**config.mk**
```make
export PLATFORM = sky130hd
export DESIGN_NAME = sqrt_arbiter_flat
export DESIGN_NICKNAME = d
export VERILOG_FILES = /design/src/rtl/sqrt_arbiter_if.sv /design/src/rtl/sqrt_arbiter.sv /design/src/flat_wrapper.sv
export SDC_FILE = /design/constraint.sdc
export NUM_CORES = 1
export LEC_CHECK = 0
export ABC_CLOCK_PERIOD_IN_PS = 2700
export CAP_MARGIN = 10
export CORE_MARGIN = 10
export CORE_UTILIZATION = 44
export DETAILED_ROUTE_END_ITERATION = 8
export PLACE_DENSITY = 0.88
export SYNTH_ARGS = -nofsm -noshare
export SYNTH_HDL_FRONTEND = slang
export SYNTH_SLANG_ARGS = --single-unit
```
**constraint.sdc**
```tcl
create_clock -name clk -period 2.7 [get_ports clk]
set_input_delay 0.81 -clock clk [delete_from_list [all_inputs] [get_ports clk]]
set_output_delay 0.81 -clock clk [all_outputs]
set_load 0.005 [all_outputs]
```
**src/rtl/sqrt_arbiter_if.sv**
```systemverilog
// Request/result bundle between the requesters, the shared sqrt engine and the result consumer.
interface sqrt_arbiter_if #(
  parameter int inLen  = 32,
  parameter int numReq = 4,
  parameter int idLen  = 2
);
  logic [numReq-1:0]       req_valid;
  logic [numReq*inLen-1:0] req_data;
  logic [numReq-1:0]       req_ready;
  logic                    res_valid;
  logic [idLen-1:0]        res_id;
  logic [inLen/2-1:0]      res_q;
  logic [inLen/2:0]        res_r;
  logic                    res_ready;

  modport slave (
    input  req_valid, req_data, res_ready,
    output req_ready, res_valid, res_id, res_q, res_r
  );

  modport master (
    output req_valid, req_data, res_ready,
    input  req_ready, res_valid, res_id, res_q, res_r
  );
endinterface

```
**src/rtl/sqrt_arbiter.sv**
```systemverilog
// Round-robin arbiter in front of one iterative non-restoring integer sqrt engine.
// One root digit per cycle; raw remainder is reported without correction.
module sqrt_arbiter #(
  parameter int inLen  = 32,
  parameter int numReq = 4,
  parameter int idLen  = 2
) (
  input  logic          clk,
  input  logic          rstn,
  sqrt_arbiter_if.slave bus,
  output logic          busy
);
  localparam int QW = inLen / 2;
  localparam int RW = QW + 1;
  localparam int CW = (QW > 1) ? $clog2(QW) : 1;

  typedef enum logic [1:0] {IDLE, ITER, DONE} state_e;

  state_e             state_q;
  logic [idLen-1:0]   ptr_q, ptr_d;
  logic [idLen-1:0]   id_q;
  logic [inLen-1:0]   op_q;
  logic [RW-1:0]      r_q, r_sh, r_d;
  logic [QW-1:0]      acc_q, acc_d;
  logic [CW-1:0]      cnt_q;
  logic               res_valid_q, busy_q;
  logic [idLen-1:0]   res_id_q;
  logic [QW-1:0]      res_q_q;
  logic [RW-1:0]      res_r_q;

  logic               gnt_vld;
  logic [idLen-1:0]   gnt_idx;
  logic [numReq-1:0]  ready;
  logic [inLen-1:0]   op_sel;
  int                 c;

  // First valid requester at or after ptr, wrapping
  always_comb begin
    gnt_vld = 1'b0;
    gnt_idx = '0;
    c       = 0;
    for (int k = 0; k < numReq; k++) begin
      c = int'(ptr_q) + k;
      if (c >= numReq) c = c - numReq;
      if (!gnt_vld && bus.req_valid[c]) begin
        gnt_vld = 1'b1;
        gnt_idx = idLen'(c);
      end
    end
  end

  always_comb begin
    ready = '0;
    for (int k = 0; k < numReq; k++)
      ready[k] = rstn && (state_q == IDLE) && gnt_vld && (gnt_idx == idLen'(k));
  end

  always_comb begin
    if (int'(gnt_idx) == numReq - 1) ptr_d = '0;
    else                             ptr_d = gnt_idx + idLen'(1);
  end

  assign op_sel = bus.req_data[int'(gnt_idx)*inLen +: inLen];

  // q<<2 is formed in the root's own width before widening to the remainder width
  always_comb begin
    r_sh  = {r_q[RW-3:0], op_q[inLen-1 -: 2]};
    r_d   = r_q[RW-1] ? r_sh + RW'({acc_q[QW-3:0], 2'b11})
                      : r_sh - RW'({acc_q[QW-3:0], 2'b01});
    acc_d = {acc_q[QW-2:0], ~r_d[RW-1]};
  end

  always_ff @(posedge clk or negedge rstn) begin
    if (!rstn) begin
      state_q     <= IDLE;
      ptr_q       <= '0;
      id_q        <= '0;
      op_q        <= '0;
      r_q         <= '0;
      acc_q       <= '0;
      cnt_q       <= '0;
      res_valid_q <= 1'b0;
      busy_q      <= 1'b0;
      res_id_q    <= '0;
      res_q_q     <= '0;
      res_r_q     <= '0;
    end else begin
      case (state_q)
        IDLE: begin
          if (gnt_vld) begin
            op_q    <= op_sel;
            id_q    <= gnt_idx;
            ptr_q   <= ptr_d;
            r_q     <= '0;
            acc_q   <= '0;
            cnt_q   <= CW'(QW - 1);
            busy_q  <= 1'b1;
            state_q <= ITER;
          end
        end
        ITER: begin
          r_q   <= r_d;
          acc_q <= acc_d;
          op_q  <= op_q << 2;
          cnt_q <= cnt_q - CW'(1);
          if (cnt_q == '0) begin
            state_q     <= DONE;
            res_valid_q <= 1'b1;
            res_q_q     <= acc_d;
            res_r_q     <= r_d;
            res_id_q    <= id_q;
          end
        end
        DONE: begin
          if (bus.res_ready) begin
            state_q     <= IDLE;
            res_valid_q <= 1'b0;
            busy_q      <= 1'b0;
          end
        end
        default: state_q <= IDLE;
      endcase
    end
  end

  assign bus.req_ready = ready;
  assign bus.res_valid = res_valid_q;
  assign bus.res_id    = res_id_q;
  assign bus.res_q     = res_q_q;
  assign bus.res_r     = res_r_q;
  assign busy          = busy_q;
endmodule

```
**src/flat_wrapper.sv**
```systemverilog
// flat-port wrapper written by rule: the top's interface ports become plain ports
module sqrt_arbiter_flat 
#(
  parameter int inLen  = 32,
  parameter int numReq = 4,
  parameter int idLen  = 2
)
  (clk, rstn, busy, bus_req_valid, bus_req_data, bus_res_ready, bus_req_ready, bus_res_valid, bus_res_id, bus_res_q, bus_res_r);
  sqrt_arbiter_if #(.inLen(inLen), .numReq(numReq), .idLen(idLen)) bus_i ();
  input  logic clk;
  input  logic rstn;
  output logic busy;
  input wire logic [$bits(bus_i.req_valid)-1:0] bus_req_valid;
  input wire logic [$bits(bus_i.req_data)-1:0] bus_req_data;
  input wire logic [$bits(bus_i.res_ready)-1:0] bus_res_ready;
  output wire logic [$bits(bus_i.req_ready)-1:0] bus_req_ready;
  output wire logic [$bits(bus_i.res_valid)-1:0] bus_res_valid;
  output wire logic [$bits(bus_i.res_id)-1:0] bus_res_id;
  output wire logic [$bits(bus_i.res_q)-1:0] bus_res_q;
  output wire logic [$bits(bus_i.res_r)-1:0] bus_res_r;
  assign bus_i.req_valid = bus_req_valid;
  assign bus_i.req_data = bus_req_data;
  assign bus_i.res_ready = bus_res_ready;
  assign bus_req_ready = bus_i.req_ready;
  assign bus_res_valid = bus_i.res_valid;
  assign bus_res_id = bus_i.res_id;
  assign bus_res_q = bus_i.res_q;
  assign bus_res_r = bus_i.res_r;
  sqrt_arbiter #(.inLen(inLen), .numReq(numReq), .idLen(idLen)) u_core (.clk(clk), .rstn(rstn), .bus(bus_i), .busy(busy));
endmodule
```
**Word-level counts from Yosys, hierarchy flattened**

Cells that the tools add are included.

- Register bits after elaboration: 111
- Output and inout bits: 41
- Logic and storage cells: 109

- Add/sub/neg operators: 11
- Magnitude comparators: 8
- Equal/unequal tests: 9
- Shift-type cells: 1
- Multiplexer cells: 43
- Bitwise operators: 1
- Reduce and logical (&&, ||, !) cells: 24

Operator list:

| operator | number |
|---|---|
| 2-to-1 mux 32 bit | 5 |
| < comparator 32 x 4 -> 1 bit, second input constant | 4 |
| indexed part select 128 x 8 -> 32 bit | 1 |
| greater-or-equal comparator 32 x 4 -> 1 bit, second input constant | 3 |
| subtractor 32 x 4 -> 32 bit, second input constant | 3 |
| case mux 32 bit (2 select lines) | 1 |
| 2-to-1 mux 17 bit | 2 |
| case mux 17 bit (2 select lines) | 1 |
| case mux 15 bit (2 select lines) | 1 |
| adder 17 x 16 -> 17 bit | 1 |
| subtractor 17 x 16 -> 17 bit | 1 |
| 2-to-1 mux 2 bit | 8 |
| 2-to-1 mux 1 bit | 15 |
| 2-to-1 mux 15 bit | 1 |
| logical AND 1 bit | 9 |
| AND reduction 3 bit | 3 |
| binary-select mux 1 bit (select 2 bit) | 4 |
| case mux 4 bit (2 select lines) | 1 |
| adder 2 x 2 -> 3 bit, second input constant | 2 |
| equality test 2 x 1 -> 1 bit, second input constant | 3 |
| equality test 2 bit, second input constant | 3 |
| case mux 2 bit (3 select lines) | 1 |
| AND reduction 2 bit | 3 |
| nonzero test 2 bit | 3 |
| other kinds (13) | 18 |

**Longest topological paths before layout**

- Depth in word-level cells: 18
- Mapped depth: 11
- Gate-level depth less buffers: 9

**Least setup slack after synthesis**

Ideal clock, no wire load.

- Kind: reg2reg
- Start point: register u_core.r_q[16]
- End point: register u_core.r_q[16]
- Setup time: 121 ps
- Arrival: 2,840 ps
- Path slack: -261 ps
- Cell stages (with the launch flop): 12
- Buffers on the path: 2
- Period minus slack after synthesis: 2,961 ps
- Cells stage by stage: dfrtp_1 > clkbuf_1 > buf_1 > xnor2_1 > ha_1 > a21oi_4 > o22ai_2 > nor3_2 > a21oi_2 > or3_1 > a31o_1 > a22o_1

- Longest elaborated chain between the ends: 2

RTL lines:

| what | RTL line | RTL |
|---|---|---|
| start: declaration | sqrt_arbiter.sv:23 | `logic [RW-1:0] r_q, r_sh, r_d;` |
| start signal: assignment | sqrt_arbiter.sv:102 | `r_q <= r_d;` |
| 2-to-1 mux 17 bit | sqrt_arbiter.sv:68 | `r_d = r_q[RW-1] ? r_sh + RW'({acc_q[QW-3:0], 2'b11})` |
| case mux 17 bit (2 select lines) | sqrt_arbiter.sv:88 | `case (state_q)` |

Every way passes these cells.
A chain may end at the register's enable or synchronous reset.

**Final worst setup path**

- Start point: input bus_req_valid[0]
- End point: output bus_req_ready[3]

- Longest elaborated chain between the ends: 15
- Elaborated cells on any way between the ends: 29
- Those cells by class: eq/ne: 1; mux: 20; reduce/logical: 8

RTL lines:

| what | RTL line | RTL |
|---|---|---|
| start: declaration | flat_wrapper.sv:13 | `input wire logic [$bits(bus_i.req_valid)-1:0] bus_req_valid;` |
| binary-select mux 1 bit (select 2 bit) | sqrt_arbiter.sv:45 | `if (!gnt_vld && bus.req_valid[c]) begin` |
| 2-to-1 mux 1 bit (implied by the code) (2 in series) | sqrt_arbiter.sv:45 |  |
| 2-to-1 mux 1 bit | sqrt_arbiter.sv:45 |  |
| logical NOT 1 bit | sqrt_arbiter.sv:45 |  |
| logical AND 1 bit | sqrt_arbiter.sv:45 |  |
| 2-to-1 mux 1 bit | sqrt_arbiter.sv:45 |  |
| logical NOT 1 bit | sqrt_arbiter.sv:45 |  |
| logical AND 1 bit | sqrt_arbiter.sv:45 |  |
| 2-to-1 mux 1 bit | sqrt_arbiter.sv:45 |  |
| logical NOT 1 bit | sqrt_arbiter.sv:45 |  |
| logical AND 1 bit | sqrt_arbiter.sv:45 |  |
| 2-to-1 mux 2 bit (*) | sqrt_arbiter.sv:45 |  |
| net u_core.gnt_idx[1] | sqrt_arbiter.sv:32 | `logic [idLen-1:0] gnt_idx;` |
| equality test 2 bit (*) | sqrt_arbiter.sv:55 | `ready[k] = rstn && (state_q == IDLE) && gnt_vld && (gnt_idx == idLen'(k));` |
| logical AND 1 bit (*) | sqrt_arbiter.sv:55 |  |
| end: declaration | flat_wrapper.sv:16 | `output wire logic [$bits(bus_i.req_ready)-1:0] bus_req_ready;` |

Mark *: on every way through the listed nets, which the timed path passes. The rest lies on a longest branch. The select of a mux whose other input is x is not followed.

==> qor.yml <==
outcome:
  status: "complete, but fails checks"
  violations: "setup timing"
worst_setup_path:
  max_stage_delay_ps: 270
  timing.rr.start: "u_core.r_q[16]$_DFFE_PN0P_"
  crit_start: "bus_req_valid[0]"
  crit_type: "primary input to output port"
  crit_top_cell: "nor2_2"
  start_kind: "primary input"
  endpoint_kind: "output port"
  cpLargestDelayFamily: "simple AND/OR/NAND/NOR gates"
  crit_chain: "buf_12 -> a21oi_4 -> nor2_2 -> nor2_2 -> o22ai_4 -> inv_2 -> ha_4 -> and3_4 -> buf_6"
  crit_buf_inv: 3
  required_ps: 1890
  cp.arrival_ps: 2000
  slowest_stage: "o22ai_4"
  path_max_fanout: 4
pwr:
  ir_drop_v: 0.000716
  swShare_pct: 42.6
  p_leak_nw: 3.93
  power_density_nw_per_um2: 1310
  finalPower_mw: 11.4
  p_int_mw: 6.54
  power_frac_clock_pct: 10.6
  seq_power_share_pct: 26.5
  p_sw_mw: 4.85
  combPwrFrac_pct: 62.9
timing:
  hold_violations: 0
  worst_slew_pin_slew_ps: 698
  slew_violations: 0
  setup_viol: 4
  min_period_ps: 2810
  relSlewSlack_pct: 53.5
  max_freq_ghz: 0.356
  hold_ws_ps: 472
  worst_slack_ps: -108
  fin_skew_ps: 9.20
  rsz0062_at_grt: "true"
  min_period_over_period_pct: 104
routing:
  viasPerCell: 5.59
  drtIter0Drc: 335
  drc: 0
  dr.pass1.iters: 5
  wl_per_cell_microns: 18.9
  final_antenna_net_count: 0
  vias: 5532
  wirelength_microns: 18700
synth:
  synth-edff-count: 0
  synth_fa_ha_area_share_pct: 4.71
  syn-num-nets: 782
  synthSimpleGateAreaFrac_pct: 13.3
  seq_area_frac_synth_pct: 45.0
  syn_area_sq_um: 6120
  netlist_instances: 624
  synth-seq-cells: 110
  avgSynthCellArea_sq_um: 9.80
  synth_mux_area_share_pct: 11.0
  synth_top_family_by_area: "compound AO/OA/AOI/OAI gates"
  synth-compound-area-share_pct: 17.8
  ys.flop_type: "dfrtp_1"
  synth_cell_types: 45
  synthArstFlopShare_pct: 100
  ys_warn_count: 0
  synth_xor_area_share_pct: 4.54
floorplan:
  pin_count: 176
  rows: 43
  fp.dieW_microns: 138
  die_h_microns: 138
  core_sq_um: 13800
  die_area_sq_um: 19000
  initial_utilization_pct: 44.4
place:
  hpwl_microns: 14400
  post_dp_cell_area_sq_um: 8280
  pre_cts_ws_ps: -872
  port_buffers: 175
  place_congestion: 0.914
layout:
  layout.cells.most_common: "clkdlybuf4s50_1"
  antenna_cells: 0
  area.growth.synth_to_final_pct: 42.5
  drive_above_1_share_pct: 12.1
  nFillCells: 1143
  final_cell_mix: "166 x clkdlybuf4s50_1, 128 x nand2_1, 109 x dfrtp_1"
  fin_area_sq_um: 8710
  utilization_pct: 63.3
  fin_nets: 962
global_routing:
  first_global_vias: 5906
  grt_pass1_wl_microns: 29700
  track_usage_pct: 19.8
  antenna_found_initial: 0
  grt_max_degree: 57
  grt_overflow: 0
clock_tree:
  cts_hold_buf: 0
  cts-buffers-inserted: 9
  numClockSinks: 110
  root_buffer: "clkbuf_16"
  clk_latency_ps: 360
  clkTransAtPathRegs_ps: 70
  htreeDepth: 3
  tritoncts: "done"
  clockBufferDepth: 2
worst_hold_path:
  worstHoldStart: "u_core.acc_q[14]$_DFFE_PN0P_"
  hp-class: "flip-flop to flip-flop"
run:
  cap_violations: 0
-- final timing paths --
path	to	slack (ps)	depth (start not counted)
hold reg to reg	u_core.bus.res_q[15]$_DFFE_PN0P_	470	2
max in group asynchronous	u_core.op_q[7]$_DFFE_PN0P_	870	3
setup reg to reg	u_core.r_q[16]$_DFFE_PN0P_	40	10
min in group asynchronous	u_core.acc_q[3]$_DFFE_PN0P_	650	2
setup / recovery	bus_req_ready[3]	-110	9
hold / removal	u_core.bus.res_q[15]$_DFFE_PN0P_	470	2
-- flip-flops by register name (all words and copies together) (netlist names) --
name	flops
u_core.acc_q	15
u_core.bus.res_id	2
u_core.bus.res_q	16
u_core.bus.res_r	17
u_core.bus.res_valid	1
u_core.busy	1
u_core.cnt_q	4
u_core.id_q	2
u_core.op_q	32
u_core.ptr_q	2
u_core.r_q	16
u_core.state_q	2
-- area by class of cell --
cell class | count | area [sq um] | area share (%)
Sequential cell | 110 | 2750 | 31.6
Inverter | 10 | 45.0 | 0.517
Clock buffer | 12 | 236 | 2.71
Multi-Input combinational cell | 462 | 3320 | 38.1
Clock inverter | 4 | 23.8 | 0.273
Tap cell | 180 | 225 | 2.59
Timing Repair Buffer | 211 | 2110 | 24.2
-- what timing repair did --
item                                    in CTS  in global routing
endpoints found under the setup margin       9                 10
setup buffers                                2                  1
resized for setup                           54                 21
pin swaps                                    5                  8
-- layer usage --
layer	global-route usage, %	share of wire [%]	vias up	routed length (microns)
li1	-	-	2608	-
met1	21.5	38	2654	7030
met2	34.1	51	232	9490
met3	6.38	8.4	38	1570
met4	9.73	3.4	0	646
met5	0	0	-	0
-- synthesized netlist by cell type (all sizes together), types with 3 or more instances --
master    n  area share (%)
a21o      7            0.86
a21oi    22             2.2
a22o      7             1.0
a22oi    30             3.7
and3      6            0.61
buf      22             1.8
clkbuf   20             1.2
dfrtp   110              45
ha       23             4.7
inv      10            0.61
mux2      3            0.55
mux2i    64              10
nand2   128             7.9
nand2b    8            0.82
nand3     8            0.65
nand4     5            0.51
nor2     18             1.2
nor2b     3            0.31
o211ai    3            0.37
o21ai    44             3.7
o221ai   31             4.4
o22ai     5            0.61
xnor2    24             3.4
xor2      5            0.72
-- worst min-delay path, cell delays in order (launching register included) --
cell,delay (ps)
dfrtp_1,340
nand2_1,50
nand2_1,50
-- power groups by stage --
stage	combinational [mW]	clock (mW)	sequential, mW
3_3_place_gp	6.62	0	2.98
6_report	7.16	1.21	3.02
3_5_place_dp	6.85	0	3.01
5_1_grt	7.84	1.30	3.11
4_1_cts	6.95	1.23	2.99
2_1_floorplan	4.69	0	2.90
-- cell families (layout without fill, tap and decap cells) --
group,count (synthesis),count (layout)
xor gates and xnor gates,30,30
adders and majority gates,23,23
DFF,110,110
buffers and inverters,52,237
muxes,67,67
AOI/OAI and AO/OA,156,156
and+or+nand+nor,186,186
-- through the flow --
step	setup TNS, ps	std cells
CTS	-313	988
global placement	-12460	970
finish	-329	989
global route	-418	989
detailed placement	-14640	970
floorplan	0	624
Note: power is estimated with default switching activity, not from simulation.
